### src/rtl/layer_mem_arbiter.sv
// Round-robin arbiter sharing the layer-result memory port among
// the L0 conv, L1 max-pool and L2 flatten engines, with bounded lock.
module layer_mem_arbiter #(
  parameter int MAX_LOCK = 16,
  parameter int AW       = 12,
  parameter int DW       = 20
) (
  input  logic            clk,
  input  logic            reset,
  input  logic [2:0]      req,
  input  logic [2:0]      we,
  input  logic [2:0]      lock,
  input  logic [8:0]      sel,
  input  logic [3*AW-1:0] addr,
  input  logic [3*DW-1:0] wdata,
  output logic [2:0]      gnt,
  output logic [2:0]      rvalid,
  output logic [DW-1:0]   rdata,
  output logic            crd,
  output logic            cwr,
  output logic [2:0]      csel,
  output logic [AW-1:0]   caddr_rd,
  output logic [AW-1:0]   caddr_wr,
  output logic [DW-1:0]   cdata_wr,
  input  logic [DW-1:0]   cdata_rd
);

  localparam int CW = $clog2(MAX_LOCK + 1);

  logic [1:0]    last;
  logic          lock_pend;
  logic [CW-1:0] lock_cnt;
  logic [1:0]    rtag;

  logic [1:0]    c0;
  logic [1:0]    c1;
  logic [1:0]    win;
  logic          any;
  logic          lock_use;

  logic [2:0]    sel_a   [3];
  logic [AW-1:0] addr_a  [3];
  logic [DW-1:0] wdata_a [3];

  always_comb begin
    for (int i = 0; i < 3; i++) begin
      sel_a[i]   = sel[i*3 +: 3];
      addr_a[i]  = addr[i*AW +: AW];
      wdata_a[i] = wdata[i*DW +: DW];
    end
  end

  // Search order after the last winner: last+1, last+2, last (mod 3).
  always_comb begin
    c0       = (last == 2'd2) ? 2'd0 : last + 2'd1;
    c1       = (c0 == 2'd2) ? 2'd0 : c0 + 2'd1;
    lock_use = lock_pend && req[last] && (lock_cnt < CW'(MAX_LOCK));
    win      = last;
    any      = 1'b0;
    if (lock_use) begin
      win = last;
      any = 1'b1;
    end else if (req[c0]) begin
      win = c0;
      any = 1'b1;
    end else if (req[c1]) begin
      win = c1;
      any = 1'b1;
    end else if (req[last]) begin
      win = last;
      any = 1'b1;
    end
    gnt = '0;
    if (any && !reset) gnt[win] = 1'b1;
  end

  always_ff @(posedge clk or posedge reset) begin
    if (reset) begin
      last      <= 2'd2;
      lock_pend <= 1'b0;
      lock_cnt  <= '0;
    end else if (any) begin
      last      <= win;
      lock_pend <= lock[win];
      lock_cnt  <= lock_use ? lock_cnt + CW'(1) : '0;
    end else begin
      lock_pend <= 1'b0;
      lock_cnt  <= '0;
    end
  end

  always_ff @(posedge clk or posedge reset) begin
    if (reset) begin
      crd      <= 1'b0;
      cwr      <= 1'b0;
      csel     <= '0;
      caddr_rd <= '0;
      caddr_wr <= '0;
      cdata_wr <= '0;
      rtag     <= '0;
    end else begin
      crd  <= any && !we[win];
      cwr  <= any && we[win];
      csel <= any ? sel_a[win] : 3'd0;
      if (any && we[win]) begin
        caddr_wr <= addr_a[win];
        cdata_wr <= wdata_a[win];
      end
      if (any && !we[win]) begin
        caddr_rd <= addr_a[win];
        rtag     <= win;
      end
    end
  end

  // Memory answers in the crd cycle; return it tagged one cycle later.
  always_ff @(posedge clk or posedge reset) begin
    if (reset) begin
      rvalid <= '0;
      rdata  <= '0;
    end else begin
      rvalid <= '0;
      if (crd) begin
        rvalid[rtag] <= 1'b1;
        rdata        <= cdata_rd;
      end
    end
  end

endmodule

### config.mk
export PLATFORM = sky130hd
export DESIGN_NAME = layer_mem_arbiter
export DESIGN_NICKNAME = d
export VERILOG_FILES = /design/src/rtl/layer_mem_arbiter.sv
export SDC_FILE = /design/constraint.sdc
export NUM_CORES = 1
export LEC_CHECK = 0
export BUFFER_PORTS_ARGS = -buffer_cell sky130_fd_sc_hd__buf_2
export CORE_ASPECT_RATIO = 0.75
export CORE_MARGIN = 3
export CORE_UTILIZATION = 25
export CTS_CLUSTER_SIZE = 16
export DETAILED_ROUTE_END_ITERATION = 6
export PLACE_DENSITY = 0.48
export SYNTH_ARGS = -nofsm -noshare
export SYNTH_HDL_FRONTEND = slang
export SYNTH_SLANG_ARGS = --single-unit
### constraint.sdc
create_clock -name clk -period 4.9 [get_ports clk]
set_clock_uncertainty 0.2 [all_clocks]
set_input_delay 0.245 -clock clk [delete_from_list [all_inputs] [get_ports clk]]
set_output_delay 0.245 -clock clk [all_outputs]
set_load 0.005 [all_outputs]
==> impl_metrics.json, run 1 <==
{
  "status": "complete, no violations",
  "drive_gt1_share_pct": 56.6,
  "syn_to_final_growth_pct": 42.8,
  "antenna_cells": 0,
  "clockBufferDepth": 2,
  "syn_nets": 432,
  "vdd_ir_drop_max_mv": 0.241,
  "tightestPinTransition_ns": 1.09,
  "ios": 211,
  "fin_crit_ns": 3.52,
  "die_w_um": 155,
  "gp_congestion": 0.839,
  "drt_iter0_markers": 93,
  "antenna_found_initial": 1,
  "cts_tree": "done",
  "ys_seq_area_share_pct": 49.6,
  "cts_num_sinks": 82,
  "fillers": 1614,
  "dp_hpwl_mm": 8.13,
  "synth_edf_count": 0,
  "p_per_area_nw_per_um2": 619,
  "core_area_um2": 16100,
  "clk_pin_slew_ns": 0.07,
  "cp-end-kind": "output pin",
  "worstPathArrival_ns": 3.08,
  "layout_common_cells": "buf_2, dfrtp_1, mux2i_1, o2bb2ai_1, mux2_4",
  "rows": 40,
  "slew_headroom_pct": 27.6,
  "cts_setup_buffers": 0,
  "drv_cap": 0,
  "drt_pre_antenna_iters": 4,
  "grt_overflow": 0,
  "whs_ns": 0.0139,
  "critPathKind": "flop to output pin",
  "drcViolationCount": 0,
  "routed_via_density": 4.36,
  "wire_per_inst_um": 15.5,
  "place_ws_ns": 1.46,
  "synth_cells": 295,
  "dieArea_um2": 18200,
  "hold_class": "input pin to asynchronous set/reset pin",
  "grt_max_degree": 83,
  "timing.final.ws_setup_ns": 1.38,
  "final.setup.tns_ns": 0,
  "synth-main-ff-cell": "dfrtp_1",
  "ff2ff_setup_slack_ns": 1.51,
  "post-route-period-util_pct": 71.9,
  "syn-cell-area_um2": 4140,
  "grt_pass1_wl_mm": 18.4,
  "cp-start-kind": "flop",
  "rr_startpoint": "lock_cnt[4]",
  "dieHeight_um": 117,
  "ys_types": 40,
  "h-tree-depth": 3,
  "root_buffer": "clkbuf_16",
  "portBuffers": 210,
  "slew_viol_final": 0,
  "ys_warn_count": 0,
  "setup_viol": 0,
  "async_flop_share_pct": 100,
  "post_synth.cell_area_avg_um2": 14.0,
  "path_max_fanout": 37,
  "leakage_uw": 0.00292,
  "hold_viol_final": 0,
  "start_util_pct": 25.7,
  "vias": 3216,
  "cts_made_buffers": 9,
  "reg2regPathDepth": 7,
  "cp.required_ns": 4.45,
  "rr_endpoint": "cdata_wr[19]",
  "fmax_ghz": 0.284,
  "wl_mm": 11.5,
  "final_common_cell": "buf_2",
  "ant_nets": 0,
  "final_util_pct": 36.7,
  "final_nets": 660,
  "rsz0062_at_grt": "false",
  "insertion_delay_ns": 0.34,
  "synth_seq_cells": 82,
  "grt_use_total_pct": 12.6,
  "first_global_vias": 3451
}
[metrics by stage]
| step | instances | power [uW] | cell area [um^2] |
|---|---|---|---|
| after CTS | 738 | 3740 | 5910 |
| after global placement | 698 | 2890 | 5330 |
| after global routing | 738 | 3930 | 5910 |
| after floorplan | 295 | 2380 | 4140 |
| after detailed placement | 698 | 2910 | 5330 |
| final | 738 | 3660 | 5910 |
[worst max-delay path by stage]
stage,endpoint,slack [ns],startpoint,cells past startpoint
after floorplan,gnt[1],2.12,reset,2
after detailed placement,cdata_wr[19],1.46,lock_cnt[4],7
after global routing,gnt[1],1.17,last[1],6
final,gnt[1],1.38,last[1],6
after global placement,cdata_wr[19],1.55,last[0],7
after CTS,gnt[1],1.29,last[1],6
[power breakdown]
group | leakage [uW] | total (uW) | internal (uW) | switching, uW
combinational | 0.00175 | 1660 | 935 | 729
clock | 0.000169 | 784 | 498 | 286
sequential | 0.00100 | 1210 | 1010 | 208
[cells in the mapped netlist, types with 3 or more instances]
| cell type | number | area (um^2) |
|---|---|---|
| a2bb2oi_1 | 4 | 35.0 |
| buf_2 | 4 | 20.0 |
| buf_4 | 5 | 37.5 |
| buf_6 | 4 | 45.0 |
| buf_8 | 3 | 45.0 |
| clkbuf_1 | 3 | 11.3 |
| dfrtp_1 | 81 | 2030 |
| inv_1 | 6 | 22.5 |
| mux2_1 | 9 | 101 |
| mux2_2 | 28 | 315 |
| mux2_4 | 29 | 435 |
| mux2i_1 | 38 | 380 |
| nand2_1 | 6 | 22.5 |
| nand3_1 | 3 | 15.0 |
| nor2_1 | 11 | 41.3 |
| o2bb2ai_1 | 32 | 280 |
[layout make-up]
type / instances / area, um^2 / area share (%)
clock buffer: 9 / 225 / 3.81
tap: 210 / 263 / 4.44
multi-input combinational: 186 / 1900 / 32.1
clock inverter: 7 / 118 / 1.99
sequential: 82 / 2050 / 34.7
timing repair buffer: 237 / 1330 / 22.4
inverter: 7 / 32.5 / 0.550
[cells by family (layout without fill, tap and decap cells)]
group	after synthesis	count (layout)	synth area share (%)
fa+ha+maj	2	2	0.574
xor+xnor	3	3	0.635
simple gates	31	31	3.93
buf+inv	27	260	4.68
mux	104	104	29.8
compound gates	46	46	10.8
flops	82	82	49.6
[layer usage]
metal	global-route usage (%)	part of all wire [%]	up-vias
met5	0	0.061	-
met1	15.6	43	1533
met2	20.9	47	118
li1	-	-	1550
met4	3.36	1.3	2
met3	4.78	8.3	13
[repair_timing]
action / CTS / global route
hold endpoints to repair: 24 / 0
hold buffers: 24 / 0
resized for setup: 0 / 0
[sequential cells by signal, indices dropped and copies added (netlist names)]
register / cells
caddr_rd: 12
caddr_wr: 12
cdata_wr: 20
crd: 1
csel: 3
cwr: 1
last: 2
lock_cnt: 5
lock_pend: 1
rdata: 20
rtag: 2
rvalid: 3
[worst max-delay path, cell delays in order, from the launching register on]
cell and delay (ns):
dfstp_2 0.60, and3b_1 0.21, a2111oi_2 0.39, a21o_2 0.43, and2_2 0.75, and3_1 0.24
buf_2 0.12
Power figures use the tool's default switching activity.
==> run 2: changes to the inputs <==
--- a/config.mk
+++ b/config.mk
@@ -11,7 +11,7 @@
 export CORE_UTILIZATION = 25
 export CTS_CLUSTER_SIZE = 16
 export DETAILED_ROUTE_END_ITERATION = 6
-export PLACE_DENSITY = 0.48
+export PLACE_DENSITY = 0.5
 export SYNTH_ARGS = -nofsm -noshare
 export SYNTH_HDL_FRONTEND = slang
 export SYNTH_SLANG_ARGS = --single-unit
==> constraint.sdc (replaced) <==
create_clock -name clk -period 3.05 [get_ports clk]
set_clock_uncertainty 0.2 [all_clocks]
set_input_delay 0.1525 -clock clk [delete_from_list [all_inputs] [get_ports clk]]
set_output_delay 0.1525 -clock clk [all_outputs]
set_load 0.005 [all_outputs]
==> run 2 against run 1 <==
Critical path depth increased by 1; first-iteration DRC count decreased by 20%; final cell count increased by 5.7%; sequential share of layout area decreased by 1.9 points; die area unchanged; register-to-register slack got worse by 1.2 ns; count of clock-buffer cells in the layout unchanged; sequential cell count unchanged; wire length increased by 5.8%; utilization increased by 2.1 points; worst setup slack got worse by 1.2 ns; sequential power increased by 61%.
==> impl_metrics.json, run 2 (synthesis gave the netlist of run 1 again) <==
{
  "final_util_pct": 38.8,
  "dieHeight_um": 117,
  "dp_hpwl_mm": 8.53,
  "status": "complete, no violations",
  "portBuffers": 210,
  "grt_overflow": 0,
  "hold_class": "input pin to flop",
  "p_per_area_nw_per_um2": 923,
  "rr_startpoint": "last[1]",
  "wire_per_inst_um": 15.5,
  "fmax_ghz": 0.344,
  "antenna_found_initial": 1,
  "die_w_um": 155,
  "ios": 211,
  "grt_util_met1_pct": 15.2,
  "cts_tree": "done",
  "worstPathArrival_ns": 2.55,
  "rows": 40,
  "multi_input_area_um2": 1900,
  "met2_usage_pct": 22.5,
  "path_max_fanout": 29,
  "rr_endpoint": "caddr_wr[11]",
  "root_buffer": "clkbuf_16",
  "slew_viol_final": 0,
  "routed_via_density": 4.44,
  "worst_path_max_delay_cell": "dfstp_2",
  "place_inst": 704,
  "wl_mm": 12.1,
  "final_nets": 701,
  "p_seq_share_pct": 33.8,
  "grt_pass1_wl_mm": 19.0,
  "cts_num_sinks": 82,
  "h-tree-depth": 3,
  "critPathKind": "flop to output pin",
  "whs_path_depth": 3,
  "place_area_um2": 5390,
  "setup_viol": 0,
  "vias": 3464,
  "insertion_delay_ns": 0.34,
  "leakage_uw": 0.00306,
  "power_frac_clock_pct": 17.6,
  "fin_crit_ns": 2.91,
  "drt_pre_antenna_iters": 4,
  "crit_family": "compound AO/OA/AOI/OAI gates",
  "drive_gt1_share_pct": 53.4,
  "reg2regPathDepth": 7,
  "top_regs": "cdata_wr x20, rdata x20",
  "vdd_ir_drop_max_mv": 0.443,
  "clockBufferDepth": 2,
  "post-route-period-util_pct": 95.2,
  "hold_viol_final": 0,
  "busiest_layer": "met2",
  "min_from": "addr[23]",
  "syn_to_final_growth_pct": 51.1,
  "drv_cap": 0,
  "ant_nets": 0,
  "cts_made_buffers": 9,
  "drt_iter0_markers": 74,
  "holdPathEnd": "caddr_rd[11]",
  "slew_headroom_pct": 33.2,
  "layout_common_cells": "buf_2, dfrtp_1, dlygate4sd3_1, mux2i_1, o2bb2ai_1",
  "grt_use_met3_pct": 4.01,
  "worstPathCellList": "and3b_1 > a2111oi_2 > a21o_2 > and2_1 > buf_12 > and3_1 > buf_2",
  "gp_congestion": 0.842,
  "fillers": 1576,
  "cp_slowest_stage_delay_ns": 0.60,
  "area.sequential_um2": 2050,
  "dieArea_um2": 18200,
  "grt_max_degree": 54,
  "critPathBufInv": 2,
  "grt_use_total_pct": 13.1,
  "core_area_um2": 16100,
  "ff2ff_setup_slack_ns": 0.28,
  "cp-start-kind": "flop",
  "first_global_vias": 3639,
  "start_util_pct": 25.7,
  "final_common_cell": "buf_2",
  "layoutNonFillerInstCount": 780,
  "clk_pin_slew_ns": 0.06,
  "p_switching_uw": 2020,
  "sw_frac_of_total_pct": 34.9,
  "p_int_uw": 3760,
  "tightestPinTransition_ns": 1.00,
  "cp.required_ns": 2.70,
  "cts_setup_buffers": 0,
  "drcViolationCount": 0,
  "fin_area_um2": 6260,
  "p_comb_share_pct": 48.6,
  "cp-end-kind": "output pin"
}
==> run 2: per-stage QoR <==
step	setup WS (ns)	total power, uW	setup TNS [ns]	hold slack (ns)
global route	-0.0264	6190	-0.0264	0.0211
CTS	0.123	5870	0	0.00682
floorplan	0.453	3820	0	0.100
finish	0.145	5770	0	0.0172
detailed placement	0.289	4750	0	0.0421
global placement	0.373	4690	0	0.0419
==> run 2: layer usage <==
metal,share of wire [%],routed length [um],vias to the layer above
met5,0,0,-
met4,3.1,371,0
met3,6.9,832,26
met2,48,5840,138
met1,42,5080,1667
li1,-,-,1633
==> run 2: how the worst max path moves through the flow <==
stage                     startpoint           end  slack, ns  cells past startpoint
final                        last[1]        gnt[1]       0.14                      7
after global placement       last[1]  caddr_wr[10]       0.37                      7
after global routing         last[1]        gnt[1]      -0.03                      7
after detailed placement     last[1]  caddr_wr[11]       0.29                      7
after floorplan                reset        gnt[1]       0.45                      2
after CTS                    last[1]        gnt[1]       0.12                      7
==> run 2: area by class of cell <==
type,instances,share of cell area (%)
sequential,82,32.8
multi-input combinational,186,30.3
timing repair buffer,278,27.7
tap,210,4.20
clock buffer,9,3.60
clock inverter,7,0.840
inverter,7,0.520
antenna,1,0.0400
==> run 2: power groups by stage <==
stage	combinational, uW	sequential, uW	clock [uW]
2_1_floorplan	1890	1920	0
3_3_place_gp	2720	1970	0
3_5_place_dp	2790	1970	0
4_1_cts	2850	1960	1060
5_1_grt	3060	2020	1110
6_report	2810	1950	1020
==> run 2: repair_timing <==
item | CTS | global route
hold buffers | 59 | 0
endpoints found under the hold margin | 87 | 0
resized for setup | 0 | 0
endpoints found under the setup margin | 0 | 0
==> run 2: worst min-delay path, cell delays in order <==
cell and delay, ns:
buf_2 0.07, o2bb2ai_1 0.14, mux2_2 0.16
